[src/rtl/beep_pkg.sv]
// Shared definitions for the beeper event sequencer.
// Contents:
//   - Event codes. Their numeric order is also their priority order.
//   - FSM state encoding.
//   - Beep count for each pattern.
//   - Event resolver that picks the highest-priority pulse.
package beep_pkg;

  localparam logic [1:0] EVT_NONE = 2'd0;
  localparam logic [1:0] EVT_HIT  = 2'd1;
  localparam logic [1:0] EVT_MISS = 2'd2;
  localparam logic [1:0] EVT_OVER = 2'd3;

  typedef enum logic [1:0] {
    ST_IDLE = 2'd0,
    ST_ON   = 2'd1,
    ST_OFF  = 2'd2
  } state_e;

  localparam logic [1:0] BEEPS_HIT  = 2'd1;
  localparam logic [1:0] BEEPS_MISS = 2'd2;
  localparam logic [1:0] BEEPS_OVER = 2'd3;

  // Priority is over > miss > hit. Pulses that lose the resolution are dropped.
  function automatic logic [1:0] resolve_evt(input logic hit, input logic miss,
                                             input logic over);
    if (over)      return EVT_OVER;
    else if (miss) return EVT_MISS;
    else if (hit)  return EVT_HIT;
    else           return EVT_NONE;
  endfunction

endpackage

[src/rtl/beep_ms_tick.sv]
// Millisecond prescaler.
// Emits a one-cycle tick every CLK_PER_MS cycles, counted from the last clear.
// Ports:
//   clk  - system clock
//   rst  - synchronous active-high reset
//   clr  - synchronous restart of the count
//   tick - high for one cycle at the end of each millisecond
module beep_ms_tick #(
  parameter int unsigned CLK_PER_MS = 50000
) (
  input  logic clk,
  input  logic rst,
  input  logic clr,
  output logic tick
);

  localparam int unsigned W = (CLK_PER_MS > 1) ? $clog2(CLK_PER_MS) : 1;
  localparam logic [W-1:0] LAST = W'(CLK_PER_MS - 1);

  logic [W-1:0] cnt_q;

  assign tick = (cnt_q == LAST);

  always_ff @(posedge clk) begin
    if (rst || clr)  cnt_q <= '0;
    else if (tick)   cnt_q <= '0;
    else             cnt_q <= cnt_q + W'(1);
  end

endmodule

[src/rtl/beep_event_seq.sv]
// Game-event beep sequencer.
// Turns one-cycle hit/miss/over pulses into a timed, registered beeper gate.
//
// state | meaning
// IDLE  | no pattern running, outputs low
// ON    | beep phase; bee follows !mute
// OFF   | gap between beeps; bee low
//
// Ports:
//   clk, rst          - system clock, synchronous active-high reset
//   evt_hit/miss/over - one-cycle event pulses
//   mute              - level input; silences bee, sequencing continues
//   bee               - beeper gate
//   busy              - a pattern is running
//   cur_evt           - code of the running pattern
module beep_event_seq
  import beep_pkg::*;
#(
  parameter int unsigned CLK_PER_MS  = 50000,
  parameter int unsigned HIT_ON_MS   = 80,
  parameter int unsigned MISS_ON_MS  = 60,
  parameter int unsigned MISS_OFF_MS = 60,
  parameter int unsigned OVER_ON_MS  = 200,
  parameter int unsigned OVER_OFF_MS = 100
) (
  input  logic       clk,
  input  logic       rst,
  input  logic       evt_hit,
  input  logic       evt_miss,
  input  logic       evt_over,
  input  logic       mute,
  output logic       bee,
  output logic       busy,
  output logic [1:0] cur_evt
);

  state_e     state_q;
  logic       bee_q, busy_q;
  logic [1:0] cur_evt_q, beeps_left_q;
  logic [7:0] on_ms_q, off_ms_q, ms_cnt_q;

  logic [1:0] evt_code, cur_eff, load_beeps;
  logic [7:0] phase_len, load_on, load_off;
  logic       tick, phase_done, final_end, start, clr;

  always_comb begin
    evt_code   = resolve_evt(evt_hit, evt_miss, evt_over);
    phase_len  = (state_q == ST_ON) ? on_ms_q : off_ms_q;
    // The phase ends on the tick that completes its last millisecond.
    phase_done = (state_q != ST_IDLE) && tick && (ms_cnt_q == phase_len - 8'd1);
    final_end  = (state_q == ST_ON) && phase_done && (beeps_left_q == 2'd1);
    // On the edge the last beep ends the block is effectively idle, so any
    // event arriving then starts its own pattern.
    cur_eff    = final_end ? EVT_NONE : cur_evt_q;
    start      = (evt_code > cur_eff);
    // Restarting the prescaler on every phase boundary keeps phases cycle-exact.
    clr        = start || phase_done;

    load_beeps = BEEPS_HIT;
    load_on    = 8'(HIT_ON_MS);
    load_off   = 8'd1;
    case (evt_code)
      EVT_MISS: begin
        load_beeps = BEEPS_MISS;
        load_on    = 8'(MISS_ON_MS);
        load_off   = 8'(MISS_OFF_MS);
      end
      EVT_OVER: begin
        load_beeps = BEEPS_OVER;
        load_on    = 8'(OVER_ON_MS);
        load_off   = 8'(OVER_OFF_MS);
      end
      default: ;
    endcase
  end

  beep_ms_tick #(.CLK_PER_MS(CLK_PER_MS)) u_tick (
    .clk  (clk),
    .rst  (rst),
    .clr  (clr),
    .tick (tick)
  );

  always_ff @(posedge clk) begin
    if (rst) begin
      state_q      <= ST_IDLE;
      bee_q        <= 1'b0;
      busy_q       <= 1'b0;
      cur_evt_q    <= EVT_NONE;
      beeps_left_q <= 2'd0;
      on_ms_q      <= 8'd0;
      off_ms_q     <= 8'd0;
      ms_cnt_q     <= 8'd0;
    end else if (start) begin
      state_q      <= ST_ON;
      bee_q        <= !mute;
      busy_q       <= 1'b1;
      cur_evt_q    <= evt_code;
      beeps_left_q <= load_beeps;
      on_ms_q      <= load_on;
      off_ms_q     <= load_off;
      ms_cnt_q     <= 8'd0;
    end else begin
      case (state_q)
        ST_IDLE: begin
          bee_q <= 1'b0;
        end
        ST_ON: begin
          if (phase_done) begin
            beeps_left_q <= beeps_left_q - 2'd1;
            ms_cnt_q     <= 8'd0;
            bee_q        <= 1'b0;
            if (beeps_left_q == 2'd1) begin
              state_q   <= ST_IDLE;
              busy_q    <= 1'b0;
              cur_evt_q <= EVT_NONE;
            end else begin
              state_q <= ST_OFF;
            end
          end else begin
            bee_q <= !mute;
            if (tick) ms_cnt_q <= ms_cnt_q + 8'd1;
          end
        end
        ST_OFF: begin
          if (phase_done) begin
            state_q  <= ST_ON;
            bee_q    <= !mute;
            ms_cnt_q <= 8'd0;
          end else begin
            bee_q <= 1'b0;
            if (tick) ms_cnt_q <= ms_cnt_q + 8'd1;
          end
        end
        default: begin
          state_q <= ST_IDLE;
          bee_q   <= 1'b0;
          busy_q  <= 1'b0;
        end
      endcase
    end
  end

  assign bee     = bee_q;
  assign busy    = busy_q;
  assign cur_evt = cur_evt_q;

endmodule
[config.mk]
export PLATFORM = sky130hd
export DESIGN_NAME = beep_event_seq
export DESIGN_NICKNAME = d
export VERILOG_FILES = /design/src/rtl/beep_pkg.sv /design/src/rtl/beep_ms_tick.sv /design/src/rtl/beep_event_seq.sv
export SDC_FILE = /design/constraint.sdc
export NUM_CORES = 1
export LEC_CHECK = 0
export CORE_AREA = 4 4 81 83
export DETAILED_ROUTE_END_ITERATION = 12
export DIE_AREA = 0 0 85 87
export PLACE_DENSITY_LB_ADDON = 0.15
export SYNTH_ARGS = -nofsm -noshare
export SYNTH_HDL_FRONTEND = slang
export SYNTH_SLANG_ARGS = --single-unit
[constraint.sdc]
create_clock -name clk -period 5.86 [get_ports clk]
set_input_delay 1.172 -clock clk [delete_from_list [all_inputs] [get_ports clk]]
set_output_delay 1.172 -clock clk [all_outputs]
set_load 0.02 [all_outputs]
**Word level (Yosys, flattened, before mapping)**

Index checks and enable logic that the tools add are counted.

- Register bits: 48
- Output and inout port bits: 4
- Word-level logic and storage cells: 83
- Input port bits: 6

- Bitwise logic cells: 1
- Magnitude comparators: 1
- Add/subtract/negate cells: 4
- Reduce and logical (&&, ||, !) cells: 23
- Muxes and demuxes: 30
- Equal/unequal tests: 14

Operators by type and width:

| operator | number |
|---|---|
| 2-bit 2-to-1 mux | 13 |
| 8-bit 2-to-1 mux | 3 |
| 16-bit by 1-bit adder with 16-bit output (second input constant) | 1 |
| 16-bit equality test (second input constant) | 1 |
| 8-bit case mux with 2 select lines | 1 |
| 7-bit case mux with 2 select lines | 1 |
| 3-bit AND reduction | 4 |
| 2-bit nonzero test | 5 |
| 8-bit by 1-bit adder with 8-bit output (second input constant) | 1 |
| 8-bit equality test | 1 |
| 1-bit 2-to-1 mux | 8 |
| 2-bit OR reduction | 4 |
| 8-bit by 1-bit subtractor with 8-bit output (second input constant) | 1 |
| 2-bit equality test (second input constant) | 3 |
| 2-bit != test (second input constant) | 3 |
| 3-bit != test (second input constant) | 2 |
| 2-bit case mux with 3 select lines | 1 |
| 2-bit by 1-bit equality test with 1-bit output (second input constant) | 2 |
| 1-bit logical AND | 4 |
| 1-bit case mux with 2 select lines | 2 |
| 2-bit case mux with 2 select lines | 1 |
| 2-bit AND reduction | 2 |
| 3-bit by 2-bit != test with 1-bit output (second input constant) | 1 |
| 2-bit > comparator | 1 |
| 6 further kinds | 7 |

**Longest topological paths before layout**

Gate-level depths: netlist of run 1.

- Depth after elaboration: 12
- Gate-level depth with buffers: 21
- Mapped depth without buffers: 19

**Modules after synthesis**

Synthesis of run 1 repeated with hierarchy kept, for this count alone.

- Cells, all modules: 286
- Area total of the unflattened synthesis: 2367.3 um^2

Modules (own cells, without submodules):

| module | cells an instance | instances | sequential area each (um^2) | area an instance (um^2) |
|---|---|---|---|---|
| beep_event_seq | 201 | 1 | 440.4 | 1626.6 |
| beep_ms_tick | 85 | 1 | 320.3 | 740.7 |

**Worst setup path after synthesis of run 1**

Ideal clock, no wire load.

- Path type: register to register
- From: register state_q[1]
- To: register ms_cnt_q[7]
- Path slack: 1.711 ns
- Data required time: 5.800 ns
- Data arrival time: 4.090 ns
- Cell stages (with the launch flop): 22
- Period minus slack after synthesis: 4.149 ns
- Setup time: 0.060 ns
- Path buffers: 3
- Cell sequence: dfxtp_1 > inv_1 > ha_1 > buf_2 > buf_1 > mux2i_1 > ha_1 > xnor2_1 > xnor2_1 > o2111ai_1 > a311oi_1 > nand4_1 > or3_1 > nand2_1 > ha_1 > nor2b_1 > o21ai_1 > nand2b_1 > clkbuf_1 > nor4_1 > o21ai_0 > nand2_1

- Word-level cells in the longest chain between the ends: 10
- Elaborated cells between the ends (all ways): 17
- Those cells by class: add/sub (1); order compare (1); eq/ne (3); mux (3); reduce/logical (9)

RTL lines:

| what | line | source |
|---|---|---|
| start: declaration | beep_event_seq.sv:37 | `state_e state_q;` |
| start signal: assignment | beep_event_seq.sv:86 | `state_q <= ST_IDLE;` |
| start signal: assignment | beep_event_seq.sv:95 | `state_q <= ST_ON;` |
| start signal: assignment | beep_event_seq.sv:114 | `state_q <= ST_IDLE;` |
| 2-bit by 1-bit equality test with 1-bit output | beep_event_seq.sv:48, beep_event_seq.sv:51, beep_event_seq.sv:104 |  |
| 8-bit 2-to-1 mux | beep_event_seq.sv:48 | `phase_len = (state_q == ST_ON) ? on_ms_q : off_ms_q;` |
| 8-bit by 1-bit subtractor with 8-bit output | beep_event_seq.sv:50 | `phase_done = (state_q != ST_IDLE) && tick && (ms_cnt_q == phase_len - 8'd1);` |
| 8-bit equality test | beep_event_seq.sv:50 |  |
| 1-bit logical AND | beep_event_seq.sv:50 |  |
| 1-bit logical AND (2 in series) | beep_event_seq.sv:51 | `final_end = (state_q == ST_ON) && phase_done && (beeps_left_q == 2'd1);` |
| 2-bit 2-to-1 mux | beep_event_seq.sv:54 | `cur_eff = final_end ? EVT_NONE : cur_evt_q;` |
| 2-bit > comparator | beep_event_seq.sv:55 | `start = (evt_code > cur_eff);` |
| 2-bit OR reduction (no line) | n/a |  |
| end signal: assignment | beep_event_seq.sv:122 | `if (tick) ms_cnt_q <= ms_cnt_q + 8'd1;` |
| end signal: assignment | beep_event_seq.sv:132 | `if (tick) ms_cnt_q <= ms_cnt_q + 8'd1;` |
| end: declaration | beep_event_seq.sv:40 | `logic [7:0] on_ms_q, off_ms_q, ms_cnt_q;` |

Several ways; a longest one is shown, not always the timed one.
A chain may end at the register's enable or synchronous reset.

**Final worst setup path of run 1**

- From: register state_q[1]
- To: register ms_cnt_q[6]

The elaborated chain is that of the path after synthesis.

==> results of run 1 <==
==> critical path: stages, from the launching register on <==
cell and delay [ns]:
dfxtp_1 0.32, inv_1 0.09, ha_1 0.67, nor2b_1 0.22
inv_1 0.10, ha_1 0.20, xnor2_1 0.14, xnor2_1 0.14
o2111ai_1 0.11, a311oi_1 0.27, nand4_1 0.15, or3_1 0.38
nand2_1 0.09, ha_1 0.23, nor2b_1 0.14, o21a_1 0.18
nor2_1 0.60, and3_1 0.26, o21ai_0 0.08, nand2_1 0.07
==> cell usage in the layout, fill, tap and decap left out, types with 6 or more instances in the layout <==
| cell type | n |
|---|---|
| and3_1 | 9 |
| ha_1 | 10 |
| xnor2_1 | 8 |
| nand2_1 | 26 |
| mux2i_1 | 6 |
| nor2_1 | 35 |
| inv_1 | 14 |
| clkbuf_8 | 6 |
| xor2_1 | 12 |
| o21ai_0 | 13 |
| dfxtp_1 | 38 |
| clkdlybuf4s50_1 | 9 |
| nor4_1 | 7 |
| nand3_1 | 19 |
| a21oi_1 | 11 |
| nand4_1 | 7 |
==> worst paths after layout <==
kind                           to  slack, ns  cells after the start
setup / recovery      ms_cnt_q[6]       1.35                     19
hold / removal    u_tick.cnt_q[0]       0.45                      1
setup reg to reg      ms_cnt_q[6]       1.35                     19
hold reg to reg   u_tick.cnt_q[0]       0.45                      1
==> cell type report <==
type	instances	area [µm²]	share of cell area [%]
multi-input combinational	213	1370	55.2
inverter	14	52.6	2.11
sequential	38	761	30.6
tap	75	93.8	3.77
clock inverter	2	12.5	0.503
timing repair buffer	12	113	4.53
clock buffer	6	82.6	3.32
==> cell families after synthesis <==
logic type	synth area share (%)
simple gates	29.0
compound gates	15.7
flops	33.6
buf+inv	5.75
xor+xnor	7.74
fa+ha+maj	5.53
mux	2.65
==> where the power goes <==
part	internal (W)	switching (W)
Sequential	0.000287	0.0000353
Combinational	0.000117	0.000164
Clock	0.0000946	0.0000957
Total	0.000498	0.000295
==> metal layers <==
layer | wire, µm | vias to the layer above | global-route usage, %
met5 | 0 | - | 0
met4 | 42 | 0 | 6.91
met3 | 138 | 4 | 2.65
met2 | 2060 | 29 | 20.4
met1 | 2670 | 868 | 21.2
li1 | - | 1005 | -
==> registers in the layout, indices dropped and copies added, names as in the netlist <==
| register | cells |
|---|---|
| on_ms_q | 4 |
| off_ms_q | 2 |
| u_tick.cnt_q | 16 |
| bee | 1 |
| beeps_left_q | 2 |
| state_q | 2 |
| ms_cnt_q | 8 |
| cur_evt | 2 |
| busy | 1 |
==> metrics by stage <==
step / total power [W] / util [%] / instances / worst slack, ns / hold slack, ns
after global routing: 0.000854 / 42.5 / 360 / 0.799 / 0.481
after floorplan: 0.000529 / - / 284 / 1.71 / 0.418
after detailed placement: 0.000608 / 40.9 / 352 / 1.41 / 0.440
final: 0.000794 / 42.5 / 360 / 1.35 / 0.451
after global placement: 0.000610 / 40.9 / 352 / 1.51 / 0.429
after CTS: 0.000803 / 42.5 / 360 / 1.37 / 0.453
==> impl_metrics.ini, run 1 <==
[clocking]
cts_setup_buffers = 0
cts_sinks = 38
ctsResizeCount = 0
cts_max_level = 2
numCtsBuffers = 5
clockRootBuffer = clkbuf_8
clockBufferDepth = 2
cts_hold_buf = 0
clock_latency_ns = 0.29
cts_tree = done
cts.clk_slew.worst_paths_ns = 0.08

[grt]
grt_usage_pct = 14.5
first_global_vias = 1760
grt-ovfl-total = 0
antenna_found_initial = 0
grt_pass1_wl_um = 8600
grt_max_degree = 20

[sta]
slew_viol_final = 0
worstMarginPinSlew_ns = 0.793
max_freq_mhz = 222
max_slew_margin_pct = 46.9
post-route-period-util_pct = 77.0
rsz0062_at_grt = false
hold_viol_final = 0
finalCriticalPeriod_ns = 4.51
skew_ns = 0.00237
finalSetupTns_ns = 0
setup_viol = 0

[hold_path]
min_from = u_tick.cnt_q[0]
hp-class = register to register

[pwr]
p_leak_nw = 0.898
power.density_nw_per_um2 = 319
irDropWorstVdd_uv = 192

[floorplanning]
die_h_um = 87
dieArea_um2 = 7400
fp.dieW_um = 85
ios = 10
rows = 28
initial_utilization_pct = 38.7
coreArea_um2 = 5850

[placement]
portBuffers = 9
gp_congestion = 0.826
dp_hpwl_um = 3410
place_area_um2 = 2390

[flow_run]
maxCapViolations = 0

[worst_setup_path]
critical_path_class = register to register
r2r_start = state_q[1]
setup.worst_path.start_class = register
end_kind = register
critPathMaxFanout = 19
crit_required_ns = 6.09
crit_path_start = state_q[1]
arrival_ns = 4.74

[layout]
area_growth_pct = 9.90
fillCellCount = 560
nNetsFinal = 300
antenna_cells = 0
fin_area_um2 = 2490
drive_gt1_share_pct = 6.67

[synthesis]
syn_area_um2 = 2260
async_reset_ff_share_pct = 0
synthCells = 284
seq_area_frac_synth_pct = 33.6
yosysUniqueCellTypes = 50
synth_edf_count = 0
synth_area_leaders = dfxtp_1 (34%), nor2_1 (5.8%), ha_1 (5.5%)
yosys_warnings = 0
synth.most_common_cell = dfxtp_1
synth-seq-cells = 38
yosysTopAreaCellShare_pct = 33.6
synth_area_per_cell_um2 = 7.97
ys.flop_type = dfxtp_1
synth_fp_nets = 300
netlist_top_cells_count = dfxtp_1 (38), nor2_1 (35), nand2_1 (26)
synth_top_area_cell = dfxtp_1

[drt]
drtIter0Drc = 108
vias = 1906
ant_nets = 0
vias_per_cell = 5.29
wl_per_cell_um = 13.6
drt_pass1_iterations = 4
routed_wirelength_um = 4910
drc = 0

[status]
status = complete, no violations
Note: power is estimated with default switching activity, not from simulation.
==> run 2: changes to the inputs <==
==> constraint.sdc (replaced) <==
create_clock -name clk -period 4 [get_ports clk]
set_input_delay 0.8 -clock clk [delete_from_list [all_inputs] [get_ports clk]]
set_output_delay 0.8 -clock clk [all_outputs]
set_load 0.02 [all_outputs]
==> run 2 against run 1 <==
Combinational power up 76%. Sequential power up 43%. Routed wire length up 2.0%. Final area up 6.6%. Clock skew up 0.0051 ns. Critical endpoint is now u_tick.cnt_q[5].
==> impl_metrics.ini, run 2 (synthesis results as in run 1) <==
[pwr]
internal-power_w = 0.000829
switching_share_pct = 35.5
switching_power_w = 0.000456
p_leak_nw = 0.971
power.density_nw_per_um2 = 485
power.share.clock_pct = 25.8
combinationalPowerShare_pct = 38.4
irDropWorstVdd_uv = 258
power_w = 0.00129
power_frac_seq_pct = 35.8

[floorplanning]
ios = 10
dieArea_um2 = 7400
rows = 28
initial_utilization_pct = 38.7
coreArea_um2 = 5850
die_h_um = 87
fp.dieW_um = 85

[drt]
wl_per_cell_um = 13.5
drt_pass1_iterations = 4
routed_wirelength_um = 5010
drc = 0
ant_nets = 0
vias = 1983
vias_per_cell = 5.35
drtIter0Drc = 139

[layout]
fin_area_um2 = 2650
area_growth_pct = 17.2
largest_register_ffs = 16
top_regs = u_tick.cnt_q: 16 flops, ms_cnt_q: 8 flops, on_ms_q: 4 flops
layout_common_cells = dfxtp_1 (37), nor2_1 (33), nand2_1 (26)
drive_gt1_share_pct = 14.2
final_common_cell = dfxtp_1
nNetsFinal = 311
antenna_cells = 0
largest_register = u_tick.cnt_q

[sta]
max_slew_margin_pct = 58.8
hold_ws_ns = 0.453
max_freq_mhz = 268
finalCriticalPeriod_ns = 3.73
slew_viol_final = 0
post-route-period-util_pct = 93.1
skew_ns = 0.00743
worstMarginPinSlew_ns = 0.616
rsz0062_at_grt = true
setup_viol = 0
hold_viol_final = 0
finalSetupTns_ns = 0
layout_setup_ws_ns = 0.275

[grt]
first_global_vias = 1808
grt_pass1_wl_um = 8670
use_met3_pct = 2.46
antenna_found_initial = 0
grt_use_met2_pct = 21.0
top_usage_layer = met2
gr-usage-met1_pct = 20.8
grt_usage_pct = 14.3
grt-ovfl-total = 0
grt_max_degree = 20

[clocking]
numCtsBuffers = 5
cts_sinks = 38
clockBufferDepth = 2
clockRootBuffer = clkbuf_8
clock_latency_ns = 0.29
cts.clk_slew.worst_paths_ns = 0.08
cts_max_level = 2
cts_tree = done
cts_hold_buf = 0

[worst_setup_path]
r2r_start = state_q[1]
r2r_end = u_tick.cnt_q[5]
critPathSlowestCell = or3_4
critPathMaxFanout = 15
crit_path_start = state_q[1]
r2r_slack_ns = 0.27
setup.worst_path.start_class = register
max_stage_delay_ns = 0.43
reg2reg_depth = 18
critPathBufInv = 3
cp_top_family = simple AND/OR/NAND/NOR gates
critPathCapture = u_tick.cnt_q[5]
end_kind = register
cp_num_cells = 18
arrival_ns = 3.96
crit_required_ns = 4.23
path_cells = inv_2 -> ha_4 -> nor2b_2 -> inv_1 -> ha_1 -> xnor2_1 -> nor2_1 -> nand4_1 -> a311oi_2 -> nand4_1 -> or3_4 -> nand2_1 -> ha_1 -> nor2b_1 -> o21a_2 -> buf_12 -> or3_4 -> nor2_1
critical_path_class = register to register

[placement]
place_area_um2 = 2470
gp_congestion = 0.799
dp_hpwl_um = 3510
dp_slack_ns = -0.0600
portBuffers = 9

[hold_path]
hp-class = register to register

[flow_run]
maxCapViolations = 0

[status]
status = complete, no violations
-- run 2: repair_timing --
action | in CTS | in global routing
pin swaps | 0 | 2
buffers inserted | 0 | 1
gates resized for setup | 1 | 15
setup endpoints to repair | 15 | 29
cloned | 0 | 1
endpoints found under the hold margin | 0 | 0
-- run 2: area by class of cell --
type | instances | area, µm²
inverter | 14 | 52.6
sequential | 38 | 762
clock inverter | 3 | 45.0
tap | 75 | 93.8
fill | 581 | 3200
multi-input combinational | 213 | 1420
timing repair buffer | 23 | 209
clock buffer | 5 | 68.8
-- run 2: how the worst min path moves through the flow --
| stage | from | to | slack (ns) | cells after the start |
|---|---|---|---|---|
| final | u_tick.cnt_q[0] | u_tick.cnt_q[0] | 0.45 | 1 |
| after global routing | u_tick.cnt_q[0] | u_tick.cnt_q[0] | 0.48 | 1 |
| after CTS | u_tick.cnt_q[0] | u_tick.cnt_q[0] | 0.45 | 1 |
| after detailed placement | u_tick.cnt_q[0] | u_tick.cnt_q[0] | 0.44 | 1 |
| after global placement | u_tick.cnt_q[0] | u_tick.cnt_q[0] | 0.43 | 1 |
| after floorplan | u_tick.cnt_q[0] | u_tick.cnt_q[0] | 0.42 | 1 |
-- run 2: routing by layer --
| layer | vias to the layer above | wire length [µm] |
|---|---|---|
| met2 | 29 | 2100 |
| li1 | 1033 | - |
| met5 | - | 0 |
| met1 | 914 | 2690 |
| met4 | 0 | 69 |
| met3 | 7 | 147 |
-- run 2: metrics by stage --
stage / cells / utilization (%)
final: 371 / 45.3
after floorplan: 284 / -
after CTS: 369 / 44.3
after detailed placement: 361 / 42.3
after global placement: 361 / 42.3
after global routing: 371 / 45.3
-- run 2: power by group through the flow --
stage	registers (W)	clock network, W	logic (W)
final	0.000460	0.000331	0.000494
after global placement	0.000465	0	0.000467
after CTS	0.000456	0.000342	0.000472
after global routing	0.000467	0.000356	0.000550
after detailed placement	0.000465	0	0.000466
after floorplan	0.000469	0	0.000310
==> run 3: changes to the inputs <==
--- a/config.mk
+++ b/config.mk
@@ -8,6 +8,7 @@
 export CORE_AREA = 4 4 81 83
 export DETAILED_ROUTE_END_ITERATION = 12
 export DIE_AREA = 0 0 85 87
+export HOLD_SLACK_MARGIN = 0.06
 export PLACE_DENSITY_LB_ADDON = 0.15
 export SYNTH_ARGS = -nofsm -noshare
 export SYNTH_HDL_FRONTEND = slang
==> results of run 3 <==
Final layout, timing and power as in run 2 (identical DEF).
